## config.mk

```make
export PLATFORM = sky130hd
export DESIGN_NAME = snn_host_ctrl
export DESIGN_NICKNAME = d
export VERILOG_FILES = /design/src/rtl/snn_pkg.sv /design/src/rtl/snn_csr_bank.sv /design/src/rtl/snn_host_ctrl.sv
export SDC_FILE = /design/constraint.sdc
export NUM_CORES = 1
export LEC_CHECK = 0
export ABC_AREA = 1
export CORE_ASPECT_RATIO = 0.5
export CORE_MARGIN = 1
export CORE_UTILIZATION = 38
export DETAILED_ROUTE_END_ITERATION = 8
export PLACE_DENSITY = 0.87
export SYNTH_ARGS = -nofsm -noshare
export SYNTH_HDL_FRONTEND = slang
export SYNTH_SLANG_ARGS = --single-unit
```

## constraint.sdc

```tcl
create_clock -name wb_clk_i -period 5.9 [get_ports wb_clk_i]
set_input_delay 1.77 -clock wb_clk_i [delete_from_list [all_inputs] [get_ports wb_clk_i]]
set_output_delay 1.77 -clock wb_clk_i [all_outputs]
set_load 0.01 [all_outputs]
```

## src/rtl/snn_pkg.sv

```systemverilog
// Shared definitions for the SNN host controller: region codes, CSR map,
// STATUS bit positions and the host FSM encoding.
package snn_pkg;

    localparam logic [1:0] REG_CSR = 2'd0;
    localparam logic [1:0] REG_IMG = 2'd1;
    localparam logic [1:0] REG_W0  = 2'd2;
    localparam logic [1:0] REG_W1  = 2'd3;

    localparam logic [7:0] CSR_CTRL       = 8'h00;
    localparam logic [7:0] CSR_STATUS     = 8'h04;
    localparam logic [7:0] CSR_BETA       = 8'h08;
    localparam logic [7:0] CSR_VTH        = 8'h0C;
    localparam logic [7:0] CSR_TIMESTEPS  = 8'h10;
    localparam logic [7:0] CSR_SEED       = 8'h14;
    localparam logic [7:0] CSR_SPIKE_BASE = 8'h40;

    localparam int STAT_BUSY = 0;
    localparam int STAT_DONE = 1;
    localparam int STAT_WERR = 2;

    typedef enum logic [2:0] {
        ST_IDLE,
        ST_CSR_ACK,
        ST_WR_ACK,
        ST_RD_WAIT,
        ST_RD_ACK
    } host_state_e;

    function automatic logic [7:0] spike_offset(input int n);
        return CSR_SPIKE_BASE + 8'(4 * n);
    endfunction

endpackage

```

## src/rtl/snn_csr_bank.sv

```systemverilog
// CSR registers of the SNN host controller: engine configuration, command
// pulses, sticky DONE/WERR flags and the spike-count readback mux.
module snn_csr_bank
    import snn_pkg::*;
#(
    parameter int OUTPUTS           = 10,
    parameter int DEFAULT_TIMESTEPS = 100
) (
    input  logic                 clk,
    input  logic                 srst,
    input  logic                 wr_en,
    input  logic [7:0]           offs,
    input  logic [9:0]           wdata,
    input  logic                 busy_i,
    input  logic                 done_i,
    input  logic                 werr_set,
    input  logic [8*OUTPUTS-1:0] spike_cnt_i,
    output logic [31:0]          rdata,
    output logic                 start_o,
    output logic                 abort_o,
    output logic                 set_seed_o,
    output logic [7:0]           beta_o,
    output logic [7:0]           vth_o,
    output logic [7:0]           seed_o,
    output logic [9:0]           timesteps_o
);

    logic [7:0] beta_q, beta_d, vth_q, vth_d, seed_q, seed_d;
    logic [9:0] ts_q, ts_d;
    logic       start_q, start_d, abort_q, abort_d, set_seed_q, set_seed_d;
    logic       done_q, done_d, werr_q, werr_d;
    logic [7:0] spk [OUTPUTS];

    for (genvar gi = 0; gi < OUTPUTS; gi++) begin : g_spk
        assign spk[gi] = spike_cnt_i[gi*8 +: 8];
    end

    always_comb begin
        beta_d     = beta_q;
        vth_d      = vth_q;
        seed_d     = seed_q;
        ts_d       = ts_q;
        start_d    = 1'b0;
        abort_d    = 1'b0;
        set_seed_d = 1'b0;
        done_d     = done_q;
        werr_d     = werr_q;
        if (wr_en) begin
            case (offs)
                CSR_CTRL: begin
                    start_d = wdata[0] & ~busy_i;
                    abort_d = wdata[1];
                end
                CSR_STATUS: begin
                    if (wdata[STAT_DONE]) done_d = 1'b0;
                    if (wdata[STAT_WERR]) werr_d = 1'b0;
                end
                CSR_BETA:      beta_d = wdata[7:0];
                CSR_VTH:       vth_d  = wdata[7:0];
                CSR_TIMESTEPS: ts_d   = wdata;
                CSR_SEED: begin
                    seed_d     = wdata[7:0];
                    set_seed_d = 1'b1;
                end
                default: ;
            endcase
        end
        // Set has priority over a coincident write-1-to-clear.
        if (done_i)   done_d = 1'b1;
        if (werr_set) werr_d = 1'b1;
    end

    always_ff @(posedge clk) begin
        if (srst) begin
            beta_q     <= '0;
            vth_q      <= '0;
            seed_q     <= '0;
            ts_q       <= 10'(DEFAULT_TIMESTEPS);
            start_q    <= 1'b0;
            abort_q    <= 1'b0;
            set_seed_q <= 1'b0;
            done_q     <= 1'b0;
            werr_q     <= 1'b0;
        end else begin
            beta_q     <= beta_d;
            vth_q      <= vth_d;
            seed_q     <= seed_d;
            ts_q       <= ts_d;
            start_q    <= start_d;
            abort_q    <= abort_d;
            set_seed_q <= set_seed_d;
            done_q     <= done_d;
            werr_q     <= werr_d;
        end
    end

    always_comb begin
        rdata = '0;
        case (offs)
            CSR_STATUS: begin
                rdata[STAT_BUSY] = busy_i;
                rdata[STAT_DONE] = done_q;
                rdata[STAT_WERR] = werr_q;
            end
            CSR_BETA:      rdata[7:0] = beta_q;
            CSR_VTH:       rdata[7:0] = vth_q;
            CSR_TIMESTEPS: rdata[9:0] = ts_q;
            CSR_SEED:      rdata[7:0] = seed_q;
            default: begin
                for (int i = 0; i < OUTPUTS; i++) begin
                    if (offs == spike_offset(i)) rdata[7:0] = spk[i];
                end
            end
        endcase
    end

    assign start_o     = start_q;
    assign abort_o     = abort_q;
    assign set_seed_o  = set_seed_q;
    assign beta_o      = beta_q;
    assign vth_o       = vth_q;
    assign seed_o      = seed_q;
    assign timesteps_o = ts_q;

endmodule

```

## src/rtl/snn_host_ctrl.sv

```systemverilog
// Wishbone host controller for the SNN core: address decode, SRAM port-0
// sequencing and CSR access. Define SNN_HOST_WRLOCK_EN to block SRAM writes while busy.
module snn_host_ctrl
    import snn_pkg::*;
#(
    parameter logic [31:0] BASE_ADDR         = 32'h3000_0000,
    parameter int          OUTPUTS           = 10,
    parameter int          DEFAULT_TIMESTEPS = 100
) (
    input  logic                 wb_clk_i,
    input  logic                 wb_rst_i,
    input  logic                 wbs_stb_i,
    input  logic                 wbs_cyc_i,
    input  logic                 wbs_we_i,
    input  logic [3:0]           wbs_sel_i,
    input  logic [31:0]          wbs_adr_i,
    input  logic [31:0]          wbs_dat_i,
    output logic                 wbs_ack_o,
    output logic [31:0]          wbs_dat_o,
    output logic                 img_csb0_o,
    output logic                 w0_csb0_o,
    output logic                 w1_csb0_o,
    output logic                 mem_web0_o,
    output logic [9:0]           mem_addr0_o,
    output logic [7:0]           mem_din0_o,
    input  logic [7:0]           img_dout0_i,
    input  logic [7:0]           w0_dout0_i,
    input  logic [7:0]           w1_dout0_i,
    output logic                 start_o,
    output logic                 abort_o,
    output logic                 set_seed_o,
    output logic [7:0]           beta_o,
    output logic [7:0]           vth_o,
    output logic [7:0]           seed_o,
    output logic [9:0]           timesteps_o,
    input  logic                 busy_i,
    input  logic                 done_i,
    input  logic [8*OUTPUTS-1:0] spike_cnt_i
);

    host_state_e state_q, state_d;
    logic [1:0]  region_q, region_d;
    logic [31:0] dat_q, dat_d;
    logic [31:0] csr_rdata;
    logic [1:0]  region;
    logic [7:0]  sel_dout;
    logic        hit, idle_hit, wr_lock, csr_wr, werr_set, sram_go;
    logic        unused_bits;

    assign unused_bits = ^{wbs_sel_i[3:1], wbs_adr_i[1:0], wbs_dat_i[31:10]};

    assign region   = wbs_adr_i[13:12];
    assign hit      = wbs_cyc_i & wbs_stb_i & (wbs_adr_i[31:14] == BASE_ADDR[31:14]);
    assign idle_hit = (state_q == ST_IDLE) & hit;

`ifdef SNN_HOST_WRLOCK_EN
    assign wr_lock = busy_i;
`else
    assign wr_lock = 1'b0;
`endif

    assign csr_wr   = idle_hit & (region == REG_CSR) & wbs_we_i;
    assign werr_set = idle_hit & (region != REG_CSR) & wbs_we_i & wr_lock;
    // The SRAM strobe is combinational in the IDLE cycle so read data is ready in RD_WAIT.
    assign sram_go  = idle_hit & ~wb_rst_i & (region != REG_CSR)
                    & ~(wbs_we_i & (wr_lock | ~wbs_sel_i[0]));

    always_ff @(posedge wb_clk_i) begin
        if (wb_rst_i) begin
            state_q  <= ST_IDLE;
            region_q <= REG_CSR;
            dat_q    <= '0;
        end else begin
            state_q  <= state_d;
            region_q <= region_d;
            dat_q    <= dat_d;
        end
    end

    always_comb begin
        case (region_q)
            REG_IMG: sel_dout = img_dout0_i;
            REG_W0:  sel_dout = w0_dout0_i;
            REG_W1:  sel_dout = w1_dout0_i;
            default: sel_dout = '0;
        endcase
    end

    always_comb begin
        state_d  = state_q;
        region_d = region_q;
        dat_d    = '0;
        case (state_q)
            ST_IDLE: begin
                if (hit) begin
                    region_d = region;
                    if (region == REG_CSR) begin
                        state_d = ST_CSR_ACK;
                        dat_d   = wbs_we_i ? 32'd0 : csr_rdata;
                    end else if (wbs_we_i) begin
                        state_d = ST_WR_ACK;
                    end else begin
                        state_d = ST_RD_WAIT;
                    end
                end
            end
            ST_RD_WAIT: begin
                state_d = ST_RD_ACK;
                dat_d   = {24'd0, sel_dout};
            end
            default: state_d = ST_IDLE;
        endcase
    end

    always_comb begin
        wbs_ack_o   = (state_q == ST_CSR_ACK) | (state_q == ST_WR_ACK) | (state_q == ST_RD_ACK);
        wbs_dat_o   = dat_q;
        img_csb0_o  = 1'b1;
        w0_csb0_o   = 1'b1;
        w1_csb0_o   = 1'b1;
        mem_web0_o  = 1'b1;
        mem_addr0_o = '0;
        mem_din0_o  = '0;
        if (sram_go) begin
            img_csb0_o  = (region != REG_IMG);
            w0_csb0_o   = (region != REG_W0);
            w1_csb0_o   = (region != REG_W1);
            mem_web0_o  = ~wbs_we_i;
            mem_addr0_o = wbs_adr_i[11:2];
            mem_din0_o  = wbs_we_i ? wbs_dat_i[7:0] : 8'd0;
        end
    end

    snn_csr_bank #(
        .OUTPUTS          (OUTPUTS),
        .DEFAULT_TIMESTEPS(DEFAULT_TIMESTEPS)
    ) u_csr (
        .clk        (wb_clk_i),
        .srst       (wb_rst_i),
        .wr_en      (csr_wr),
        .offs       (wbs_adr_i[7:0]),
        .wdata      (wbs_dat_i[9:0]),
        .busy_i     (busy_i),
        .done_i     (done_i),
        .werr_set   (werr_set),
        .spike_cnt_i(spike_cnt_i),
        .rdata      (csr_rdata),
        .start_o    (start_o),
        .abort_o    (abort_o),
        .set_seed_o (set_seed_o),
        .beta_o     (beta_o),
        .vth_o      (vth_o),
        .seed_o     (seed_o),
        .timesteps_o(timesteps_o)
    );

endmodule

```

# [After elaboration in Yosys (flattened, before gate mapping)]
# Index checks and enable logic that the tools add are counted.
[classes] bitwise=19 eq_ne=27 n_reduce_logical=15 n_mux=34
[op_table] cell="8-bit two-way mux" count=12
[op_table] cell="8-bit by 7-bit == test with 1-bit output, second input constant" count=10
[op_table] cell="10-bit two-way mux" count=4
[op_table] cell="5-bit one-hot mux with 5 select lines" count=1
[op_table] cell="8-bit one-hot mux with 3 select lines" count=1
[op_table] cell="10-bit one-hot mux with 2 select lines" count=1
[op_table] cell="18-bit by 16-bit == test with 1-bit output, second input constant" count=1
[op_table] cell="8-bit by 4-bit == test with 1-bit output, second input constant" count=2
[op_table] cell="8-bit by 5-bit == test with 1-bit output, second input constant" count=2
[op_table] cell="3-bit one-hot mux with 5 select lines" count=1
[op_table] cell="1-bit AND" count=10
[op_table] cell="1-bit two-way mux" count=10
[op_table] cell="2-bit AND reduction" count=5
[op_table] cell="8-bit by 3-bit == test with 1-bit output, second input constant" count=1
[op_table] cell="8-bit logical NOT" count=1
[op_table] cell="2-bit nonzero test" count=4
[op_table] cell="1-bit inverter" count=7
[op_table] cell="3-bit by 2-bit == test with 1-bit output, second input constant" count=2
[op_table] cell="2-bit inequality test, second input constant" count=3
[op_table] cell="3-bit one-hot mux with 2 select lines" count=1
[op_table] cell="2-bit == test, second input constant" count=2
[op_table] cell="2-bit two-way mux" count=2
[op_table] cell="3-bit by 1-bit == test with 1-bit output, second input constant" count=1
[op_table] cell="3-bit == test, second input constant" count=1
[op_table] cell="9 further kinds" count=10
[word_totals] input_bits=179 output_inout_bits=92 reg_bits=75

# [Depth between registers and ports, before layout]
[depth] depth_word=16 mapped_depth=14

# [By module]
# From an unflattened synthesis, not the netlist that was laid out.
[hier_totals] hier_cells=683 hier_area_um2=4574.4
[by_module_without_submodules] module="snn_csr_bank" cells_each=400 area_each_um2=2758.9 seq_area_each_um2=780.7 instances=1
[by_module_without_submodules] module="snn_host_ctrl" cells_each=283 area_each_um2=1815.5 seq_area_each_um2=740.7 instances=1

# [Least setup slack after synthesis]
# No wires, ideal clock.
[synth_path] path_type="in2out" startpoint="input port wbs_adr_i[27]" endpoint="output port mem_addr0_o[0]" required_time_ns=4.130 path_stages=10 n_path_buf=1 arrival_time_ns=2.917 path_slack_ns=1.213 cell_sequence="nor2_1 -> nand2_1 -> nor2_2 -> nand4_4 -> nor2_1 -> inv_1 -> nor2_2 -> o21ai_1 -> buf_2 -> nor2_1"
[synth_via] elab_chain_len=7
[synth_lines] item="start: declaration" line="snn_host_ctrl.sv:16" rtl="input logic [31:0] wbs_adr_i,"
[synth_lines] item="18-bit by 16-bit == test with 1-bit output" line="snn_host_ctrl.sv:53" rtl="assign hit = wbs_cyc_i & wbs_stb_i & (wbs_adr_i[31:14] == BASE_ADDR[31:14]);"
[synth_lines] item="1-bit AND" line="snn_host_ctrl.sv:53"
[synth_lines] item="1-bit AND" line="snn_host_ctrl.sv:54" rtl="assign idle_hit = (state_q == ST_IDLE) & hit;"
[synth_lines] item="1-bit AND (2 in a row)" line="snn_host_ctrl.sv:65" rtl="assign sram_go = idle_hit & ~wb_rst_i & (region != REG_CSR)"
[synth_lines] item="1-bit AND" line="snn_host_ctrl.sv:66" rtl="& ~(wbs_we_i & (wr_lock | ~wbs_sel_i[0]));"
[synth_lines] item="10-bit two-way mux" line="snn_host_ctrl.sv:124" rtl="if (sram_go) begin"
[synth_lines] item="end: declaration" line="snn_host_ctrl.sv:24" rtl="output logic [9:0] mem_addr0_o,"
# No other way between the ends.

# [Final worst setup path]
[layout_path] startpoint="input port wbs_cyc_i" endpoint="output port mem_din0_o[0]"
[layout_via] elab_chain_len=7
[layout_lines] item="start: declaration" line="snn_host_ctrl.sv:13" rtl="input logic wbs_cyc_i,"
[layout_lines] item="1-bit AND (2 in a row)" line="snn_host_ctrl.sv:53"
[layout_lines] item="1-bit AND" line="snn_host_ctrl.sv:54"
[layout_lines] item="1-bit AND (2 in a row)" line="snn_host_ctrl.sv:65"
[layout_lines] item="1-bit AND" line="snn_host_ctrl.sv:66"
[layout_lines] item="8-bit two-way mux" line="snn_host_ctrl.sv:124"
[layout_lines] item="end: declaration" line="snn_host_ctrl.sv:25" rtl="output logic [7:0] mem_din0_o,"
# No other way between the ends.

==> reports/results.ini <==
[run]
drv_cap=0

[global_route]
grt_util_met3_pct=4.86
grt_usage_pct=26.6
grtUsageMet1_pct=31.5
grt_busiest_layer=met2
grt_pass1_wl_um=21600
grt_max_degree=28
antenna_found_initial=0
first_global_vias=4455
overflow=0
grt_util_met2_pct=48.8

[critical_path]
worstPathArrival_ns=4.04
start_kind=input pin
criticalPathCategory=input pin to output pin
worstPathMaxFanout=9
required_ns=4.13
end_kind=output pin

[final_layout]
final_cell_mix=clkdlybuf4s50_1 (223), nand2_1 (150), inv_1 (83)
final_cell_area_um2=6200
fin_nets=1000
drive_gt1_share_pct=8.39
diodes=0
final_common_cell=clkdlybuf4s50_1
syn2layout_area_growth_pct=63.4
nFillCells=824
fin_cells=957

[route]
antenna_left=0
firstDrtPassIters=5
drt_iter0_markers=265
via_per_inst=4.95
vias=4739
wl_per_cell_um=15.1
drcViolationCount=0
drt-total-wl_um=14400

[synthesis]
syn_area_per_cell_um2=6.30
yosys_warnings=0
syn_inst=603
yosysUniqueCellTypes=39
ys_seq_area_share_pct=27.9
yosys_register_bits=53
syn_area_um2=3800

[cts]
cts_tree=done
clockBufferDepth=2
postCtsHoldBufs=0
clk_transition_reported_paths_ns=0.07
htreeDepth=2
cts_num_sinks=53
cts_setup_buffers=0
worstSkewPairLatency_ns=0.30
numCtsBuffers=5
cts-root-buf=clkbuf_16

[power_and_ir_drop]
p_leak_nw=2.56
irDropWorstVdd_v=0.000131
power_density_nw_per_um2=133
power_mw=0.824

[status]
status=completed

[timing]
post-route-min-period_ns=5.81
fin_hold_ws_ns=0.455
finalSetupViolations=0
drv_slew=0
worstMarginPinSlew_ns=0.813
rsz0062_at_grt=true
finalSetupTns_ns=0
clock.fmax_mhz=172
hold_viol=0
slew_headroom_pct=45.8
clock_skew_ns=0.0129
post-route-period-util_pct=98.5

[placement]
placed_cell_area_um2=6050
gp_congestion=0.840
placed_cells=949
portBuffers=223
dp_hpwl_um=11300

[die]
rows=25
dieWidth_um=143
start_util_pct=39.7
core_um2=9570
ios=271
die_y_um=72.7
die_area_um2=10400

[hold_path]
hold_path.class=register to register

-- synth_stat cells, drive strengths merged --
cell,n,area [um^2]
nand2,155,609
nor2,98,485
inv,96,365
dfxtp,53,1060
a21oi,40,226
nand3,35,193
buf,33,239
o21ai,30,150
nand4,25,184
a211oi,11,113
nor3,6,35.0
o211ai,5,37.5
nor4,3,18.8
clkbuf,2,7.51
clkinv,2,7.51
nand3b,2,15.0
o2111ai,2,17.5
or2,2,12.5
and2,1,8.76
conb,1,3.75
o31ai,1,7.51
-- metal layers --
layer / part of all wire (%) / vias to the layer above
met5: 0 / -
met3: 8.6 / 35
met4: 2.7 / 0
li1: - / 2316
met2: 48 / 234
met1: 41 / 2154
-- state kept, by name, summed over array words and instances (netlist names) --
name               count
u_csr.timesteps_o     10
wbs_dat_o             10
u_csr.beta_o           8
u_csr.seed_o           8
u_csr.vth_o            8
state_q                3
region_q               2
u_csr.abort_o          1
u_csr.done_q           1
u_csr.set_seed_o       1
u_csr.start_o          1
-- report_power, final --
part	leakage [nW]	switching (mW)	internal [mW]
clock	0.0763	0.146	0.163
combinational	2.05	0.0591	0.0978
sequential	0.427	0.000270	0.358
-- worst max-delay path: stages --
cell	delay (ns)
clkdlybuf4s50_1	0.50
nand4_1	0.10
nor2_1	0.19
nand4_4	0.11
nor2_1	0.10
inv_1	0.08
nor2_2	0.16
nand3_2	0.26
nor2_1	0.20
clkdlybuf4s50_1	0.56
-- layout make-up --
type,instances,area (um^2),share of cell area [%]
multi-input cells,438,2200,35.5
clock buffers,5,125,2.02
inverters,98,373,6.01
clock inverters,3,28.8,0.464
flip-flops and latches,53,1060,17.1
repair buffers,225,2250,36.2
well taps,135,169,2.72
-- final timing paths --
check	from	to	slack (ns)	cells after the start
min	state_q[2]$_SDFFE_PP0P_	state_q[2]$_SDFFE_PP0P_	0.45	1
min reg2reg	state_q[2]$_SDFFE_PP0P_	state_q[2]$_SDFFE_PP0P_	0.45	1
max	wbs_cyc_i	mem_din0_o[0]	0.09	10
max reg2reg	state_q[0]$_SDFFE_PP0P_	u_csr.timesteps_o[5]$_SDFFE_PP1P_	3.84	11
-- per-stage QoR --
step                setup slack (ns)  util (%)
finish                        0.0887      64.8
global route                 -0.0611      64.8
CTS                          0.00664      64.8
detailed placement            0.0806      63.2
global placement               0.125      63.2
floorplan                       1.21         -
-- what timing repair did --
action	in CTS	in global routing
gates resized for setup	0	1
setup endpoints to repair	0	17
endpoints found under the hold margin	0	0
-- cell families after synthesis --
kind of cell | share of synthesized area, %
flip-flops | 27.9
AND/OR/NAND/NOR | 41.1
other | 0.0988
buffers and inverters | 16.3
AO/OA/AOI/OAI | 14.5
Note: power is estimated with default switching activity, not from simulation.
==> RTL change 1, RTL diff (same settings) <==
The 5 states of `host_state_e` get a one-hot encoding in 5 bits.
--- a/src/rtl/snn_pkg.sv
+++ b/src/rtl/snn_pkg.sv
@@ -19,12 +19,12 @@
     localparam int STAT_DONE = 1;
     localparam int STAT_WERR = 2;
 
-    typedef enum logic [2:0] {
-        ST_IDLE,
-        ST_CSR_ACK,
-        ST_WR_ACK,
-        ST_RD_WAIT,
-        ST_RD_ACK
+    typedef enum logic [4:0] {
+        ST_IDLE    = 5'b00001,
+        ST_CSR_ACK = 5'b00010,
+        ST_WR_ACK  = 5'b00100,
+        ST_RD_WAIT = 5'b01000,
+        ST_RD_ACK  = 5'b10000
     } host_state_e;
 
     function automatic logic [7:0] spike_offset(input int n);
Check against the original RTL: same outputs for any inputs over 10 cycles, from zero or initial values and one cycle with wb_rst_i high; not proved beyond that.
==> RTL change 1 against the unedited design <==
- sequential cell count increased by 2
- largest power group unchanged
- setup slack improved by 45 ps
- critical path type unchanged
- routed wire length grew 0.84%
- power is 1.7% higher
- largest cell class unchanged
- global-route usage is 1.2 points higher
- synthesized area is 1.3% lower
- design area shrank 0.24%
- critical path depth decreased by 2
- critical endpoint is now mem_din0_o[7]
==> RTL change 1: results (changes against the unedited design) <==
[status]
status=complete, no violations  ; unchanged

[layout]
num-fill-cells=822  ; was 824
drive_above_1_share_pct=5.64  ; was 8.39%
nets=1012  ; was 1,000
n_antenna_cell=0  ; unchanged

[route]
initialDrtViolationCount=279  ; was 265
dr.pass1.iters=5  ; unchanged
wl_per_cell_um=15.0  ; was 15.1 um
via_count=4778  ; was 4,739

[synthesis]
seq_area_frac_synth_pct=29.4  ; was 27.9%
yosysUniqueCellTypes=35  ; was 39
synth_flop_cell=dfxtp_1  ; unchanged
yosys-top-cells-count=148 x nor2_1, 141 x nand2_1, 70 x inv_1  ; was 150 x nand2_1, 83 x inv_1, 80 x nor2_1
yosysWarnings=0  ; unchanged
synthTopCellsByArea=dfxtp_1 29%, nor2_1 15%, nand2_1 14%  ; was dfxtp_1 28%, nand2_1 15%, inv_1 8.2%
async_reset_ff_share_pct=0  ; unchanged

[hold_path]
hold_path_class=reg2reg  ; unchanged

[worst_setup_path]
regToRegEndpoint=u_csr.beta_o[6]$_SDFFE_PP0P_  ; was u_csr.timesteps_o[5]$_SDFFE_PP1P_
crit_fanout=9  ; unchanged
ff2ff_setup_slack_ps=3800  ; was 3840 ps
rr_startpoint=state_q[2]$_SDFFE_PP0P_  ; was state_q[0]$_SDFFE_PP0P_
crit_end=mem_din0_o[7]  ; was mem_din0_o[0]
startpoint=wbs_cyc_i  ; unchanged
rr_worst_depth=8  ; was 11

[power_and_ir_drop]
vdd_drop_max_mv=0.113  ; was 0.131 mV
p_leak_nw=2.58  ; was 2.56 nW
switchingPower_w=0.000206  ; about the same

[clocking]
post_cts_buffers=0  ; unchanged
cts_buffer_depth=2  ; unchanged
htreeDepth=2  ; unchanged
root_buffer=clkbuf_16  ; unchanged
clk_pin_slew_ps=70  ; about the same
worstSkewPairLatency_ps=300  ; about the same
cts_inserted_buffers=5  ; unchanged

[grt]
antenna_found_initial=0  ; unchanged
grt_max_degree=28  ; unchanged
grt_pass1_vias=4460  ; was 4,455
grt_pass1_wl_um=22300  ; was 21,600 um
grtUsageTotal_pct=27.8  ; was 26.6%

[timing]
finalClockSkew_ps=10.3  ; was 12.9 ps
worst_pin_slew_ps=854  ; was 813 ps

[placement]
routabilityCongestion=0.911  ; was 0.840
dp_hpwl_um=11800  ; was 11,300 um
io_buffers=223  ; unchanged

[job]
maxCapViolCount=0  ; unchanged

[RTL change 1: worst min path at each step]
stage,start,end,cells past startpoint
after CTS,u_csr.timesteps_o[9]$_SDFFE_PP0P_,wbs_dat_o[9]$_SDFF_PP0_,2
after global placement,u_csr.timesteps_o[9]$_SDFFE_PP0P_,wbs_dat_o[9]$_SDFF_PP0_,2
after global routing,u_csr.timesteps_o[9]$_SDFFE_PP0P_,wbs_dat_o[9]$_SDFF_PP0_,2
final,u_csr.timesteps_o[8]$_SDFFE_PP0P_,wbs_dat_o[8]$_SDFF_PP0_,2
after detailed placement,u_csr.timesteps_o[9]$_SDFFE_PP0P_,wbs_dat_o[9]$_SDFF_PP0_,2
after floorplan,u_csr.done_q$_SDFFE_PP0P_,u_csr.done_q$_SDFFE_PP0P_,2
[RTL change 1: power by group through the flow]
| stage | registers (W) | clock network [W] | logic [W] |
|---|---|---|---|
| 2_1_floorplan | 0.000380 | 0 | 0.0000453 |
| 3_3_place_gp | 0.000380 | 0 | 0.000149 |
| 3_5_place_dp | 0.000380 | 0 | 0.000151 |
| 4_1_cts | 0.000371 | 0.000314 | 0.000152 |
| 5_1_grt | 0.000371 | 0.000328 | 0.000165 |
| 6_report | 0.000371 | 0.000313 | 0.000154 |
[RTL change 1: critical path, cell delays in order]
cell and delay, ps:
clkdlybuf4s50_1 500, nand2_1 70, nor3_2 100, nand3_1 160, nor3_4 360, nand3_2 290, nor2_1 170, clkdlybuf4s50_1 570
[RTL change 1: layout make-up]
cell class | count | share of cell area [%]
multi-input cells | 468 | 35.8
well taps | 135 | 2.73
inverters | 77 | 4.67
clock buffers | 5 | 2.02
flip-flops and latches | 55 | 17.8
repair buffers | 226 | 36.4
clock inverters | 3 | 0.546
[RTL change 1: repair_timing]
action / 4_1_cts / 5_1_grt
endpoints found under the setup margin: 0 / 16
endpoints found under the hold margin: 0 / 0
resized for setup: 0 / 3
[RTL change 1: logic make-up after synthesis]
kind of cell           share of synthesized area, %
buffers and inverters                          13.9
and+or+nand+nor                                43.8
AOI/OAI and AO/OA                              12.9
DFF                                            29.4
other                                         0.100
[RTL change 1: layer usage]
metal,global-route usage [%],vias up,share of wire [%]
met5,0,-,0
met4,9.20,0,2.4
met3,5.02,30,8.6
met2,50.6,210,49
met1,33.6,2171,40
li1,-,2367,-
[RTL change 1: per-stage QoR]
step / setup WS, ps / area [um^2] / hold slack [ps] / utilization [%] / std cells
after floorplan: 1170 / 3830 / 450 / - / 635
after global placement: 158 / 6020 / 445 / 63.3 / 961
after detailed placement: 77.4 / 6020 / 465 / 63.3 / 961
after CTS: 51.3 / 6180 / 481 / 65.0 / 969
after global routing: -7.38 / 6190 / 484 / 65.1 / 969
final: 134 / 6190 / 479 / 65.1 / 969
==> RTL change 2, RTL diff (same settings) <==
Made on the original files. `OUTPUTS` is set to 10 in 2 places; all go to 11.
--- a/src/rtl/snn_csr_bank.sv
+++ b/src/rtl/snn_csr_bank.sv
@@ -3,7 +3,7 @@
 module snn_csr_bank
     import snn_pkg::*;
 #(
-    parameter int OUTPUTS           = 10,
+    parameter int OUTPUTS           = 11,
     parameter int DEFAULT_TIMESTEPS = 100
 ) (
     input  logic                 clk,
--- a/src/rtl/snn_host_ctrl.sv
+++ b/src/rtl/snn_host_ctrl.sv
@@ -4,7 +4,7 @@
     import snn_pkg::*;
 #(
     parameter logic [31:0] BASE_ADDR         = 32'h3000_0000,
-    parameter int          OUTPUTS           = 10,
+    parameter int          OUTPUTS           = 11,
     parameter int          DEFAULT_TIMESTEPS = 100
 ) (
     input  logic                 wb_clk_i,
Ports: changed (resized spike_cnt_i); port bits go from 271 to 279. No check against the original RTL was run, so the function may have changed too.
==> RTL change 2 against the unedited design <==
- design area down 0.65%
- synthesized cell count is 3.5% lower
- global-route usage is 0.80 points higher
- sequential cell count did not move
- routed wire length rose by 0.30%
- power fell by 0.59%
- sequential power hardly changed
- count of clock-buffer cells in the layout did not move
- setup slack better by 41 ps
- synthesized area decreased by 2.7%
- highest routed layer unchanged
==> RTL change 2: results (changes against the unedited design) <==
[status]
status=complete, no violations  ; unchanged

[clocking]
post_cts_buffers=0  ; unchanged
clk_pin_slew_ps=70  ; about the same
cts_inserted_buffers=5  ; unchanged
worstSkewPairLatency_ps=300  ; about the same
root_buffer=clkbuf_16  ; unchanged
cts_resized=0  ; unchanged

[layout]
n_antenna_cell=0  ; unchanged
drive_above_1_share_pct=6.43  ; was 8.39%
num-fill-cells=739  ; was 824
nets=995  ; was 1,000

[timing]
finalClockSkew_ps=10.7  ; was 12.9 ps
timing.slew.headroom_pct=36.1  ; was 45.8%

[placement]
io_buffers=231  ; was 223
place_inst=931  ; was 949
dpl_cell_area_mm2=0.00601  ; was 0.00605 mm^2
dp_hpwl_um=11400  ; was 11,300 um
routabilityCongestion=0.901  ; was 0.840

[route]
routed_wl_um=14500  ; was 14,400 um
dr.pass1.iters=5  ; unchanged
initialDrtViolationCount=299  ; was 265
via_count=4700  ; was 4,739
drtAntennaViolNets=0  ; unchanged
drc=0  ; unchanged
wl_per_cell_um=15.4  ; was 15.1 um

[synthesis]
seq_area_frac_synth_pct=28.7  ; was 27.9%
yosys-top-cells-count=117 x nand2_1, 83 x nor2_1, 74 x inv_1  ; was 150 x nand2_1, 83 x inv_1, 80 x nor2_1
yosysUniqueCellTypes=36  ; was 39
yosysWarnings=0  ; unchanged
synthTopCellsByArea=dfxtp_1 29%, nand2_1 12%, nor2_1 8.4%  ; was dfxtp_1 28%, nand2_1 15%, inv_1 8.2%
syn_inst=582  ; was 603
synth_flop_cell=dfxtp_1  ; unchanged

[power_and_ir_drop]
vdd_drop_max_mv=0.157  ; was 0.131 mV
p_leak_nw=2.50  ; was 2.56 nW

[grt]
grt_pass1_wl_um=22000  ; was 21,600 um
grt_max_degree=39  ; was 28
grt_pass1_vias=4531  ; was 4,455
grtUsageTotal_pct=27.4  ; was 26.6%
antenna_found_initial=0  ; unchanged

[worst_setup_path]
cp_slowest_cell=clkdlybuf4s50_1  ; unchanged
critPathMaxStageDelay_ps=550
crit_fanout=9  ; unchanged
critPathArrivalTime_ps=4000  ; was 4040 ps

[hold_path]
hold_path_class=reg2reg  ; unchanged

[job]
maxCapViolCount=0  ; unchanged

==> RTL change 2: path summary, 6_finish.rpt <==
path	start	endpoint	slack (ps)	cells past startpoint
worst max-delay path	wbs_adr_i[29]	mem_din0_o[6]	130	10
worst min-delay path	u_csr.beta_o[6]$_SDFFE_PP0P_	u_csr.beta_o[6]$_SDFFE_PP0P_	470	2
worst max register to register	state_q[1]$_SDFFE_PP0P_	u_csr.beta_o[2]$_SDFFE_PP0P_	3910	8
worst min register to register	u_csr.beta_o[6]$_SDFFE_PP0P_	u_csr.beta_o[6]$_SDFFE_PP0P_	470	2
==> RTL change 2: cell families after synthesis <==
group | share of synthesized area [%]
AO/OA/AOI/OAI | 16.3
AND/OR/NAND/NOR | 39.4
other | 0.102
buffers and inverters | 15.4
flip-flops | 28.7
==> RTL change 2: where the power goes <==
part / internal [W] / leakage, nW / total [W] / switching (W)
Clock: 0.000160 / 0.0680 / 0.000299 / 0.000139
Combinational: 0.000103 / 2.00 / 0.000162 / 0.0000591
Sequential: 0.000358 / 0.427 / 0.000358 / 0.000000240
Total: 0.000621 / 2.50 / 0.000819 / 0.000198
==> RTL change 2: per-layer routing <==
layer  wire [um]  GRT usage [%]  share of wire [%]  vias to the layer above
met1        5840           31.8                 40                     2131
li1            -              -                  -                     2303
met4         423           8.72                2.9                        0
met5           0              0                  0                        -
met3        1240           7.02                8.6                       38
met2        6980           50.1                 48                      228
==> RTL change 2: through the flow <==
step	total power, W	setup WS [ps]	TNS (ps)	utilization [%]	hold WS [ps]
finish	0.000819	130	0	68.0	471
global route	0.000844	-6.85	-6.85	68.0	501
CTS	0.000816	116	0	67.9	473
detailed placement	0.000525	119	0	66.2	441
global placement	0.000524	156	0	66.2	434
floorplan	0.000415	1260	0	-	423
==> RTL change 2: area by class of cell <==
type / instances / area, um^2 / share of cell area, %
clock buffer: 5 / 125 / 2.03
clock inverter: 3 / 26.3 / 0.426
inverter: 80 / 300 / 4.87
multi-input combinational: 433 / 2150 / 34.8
sequential: 53 / 1060 / 17.2
tap: 130 / 163 / 2.64
timing repair buffer: 235 / 2340 / 38.0
==> RTL change 2: tightest hold or removal path: stages, from the launching register on <==
cell and delay (ps):
dfxtp_1 310, inv_1 60, a21oi_1 50
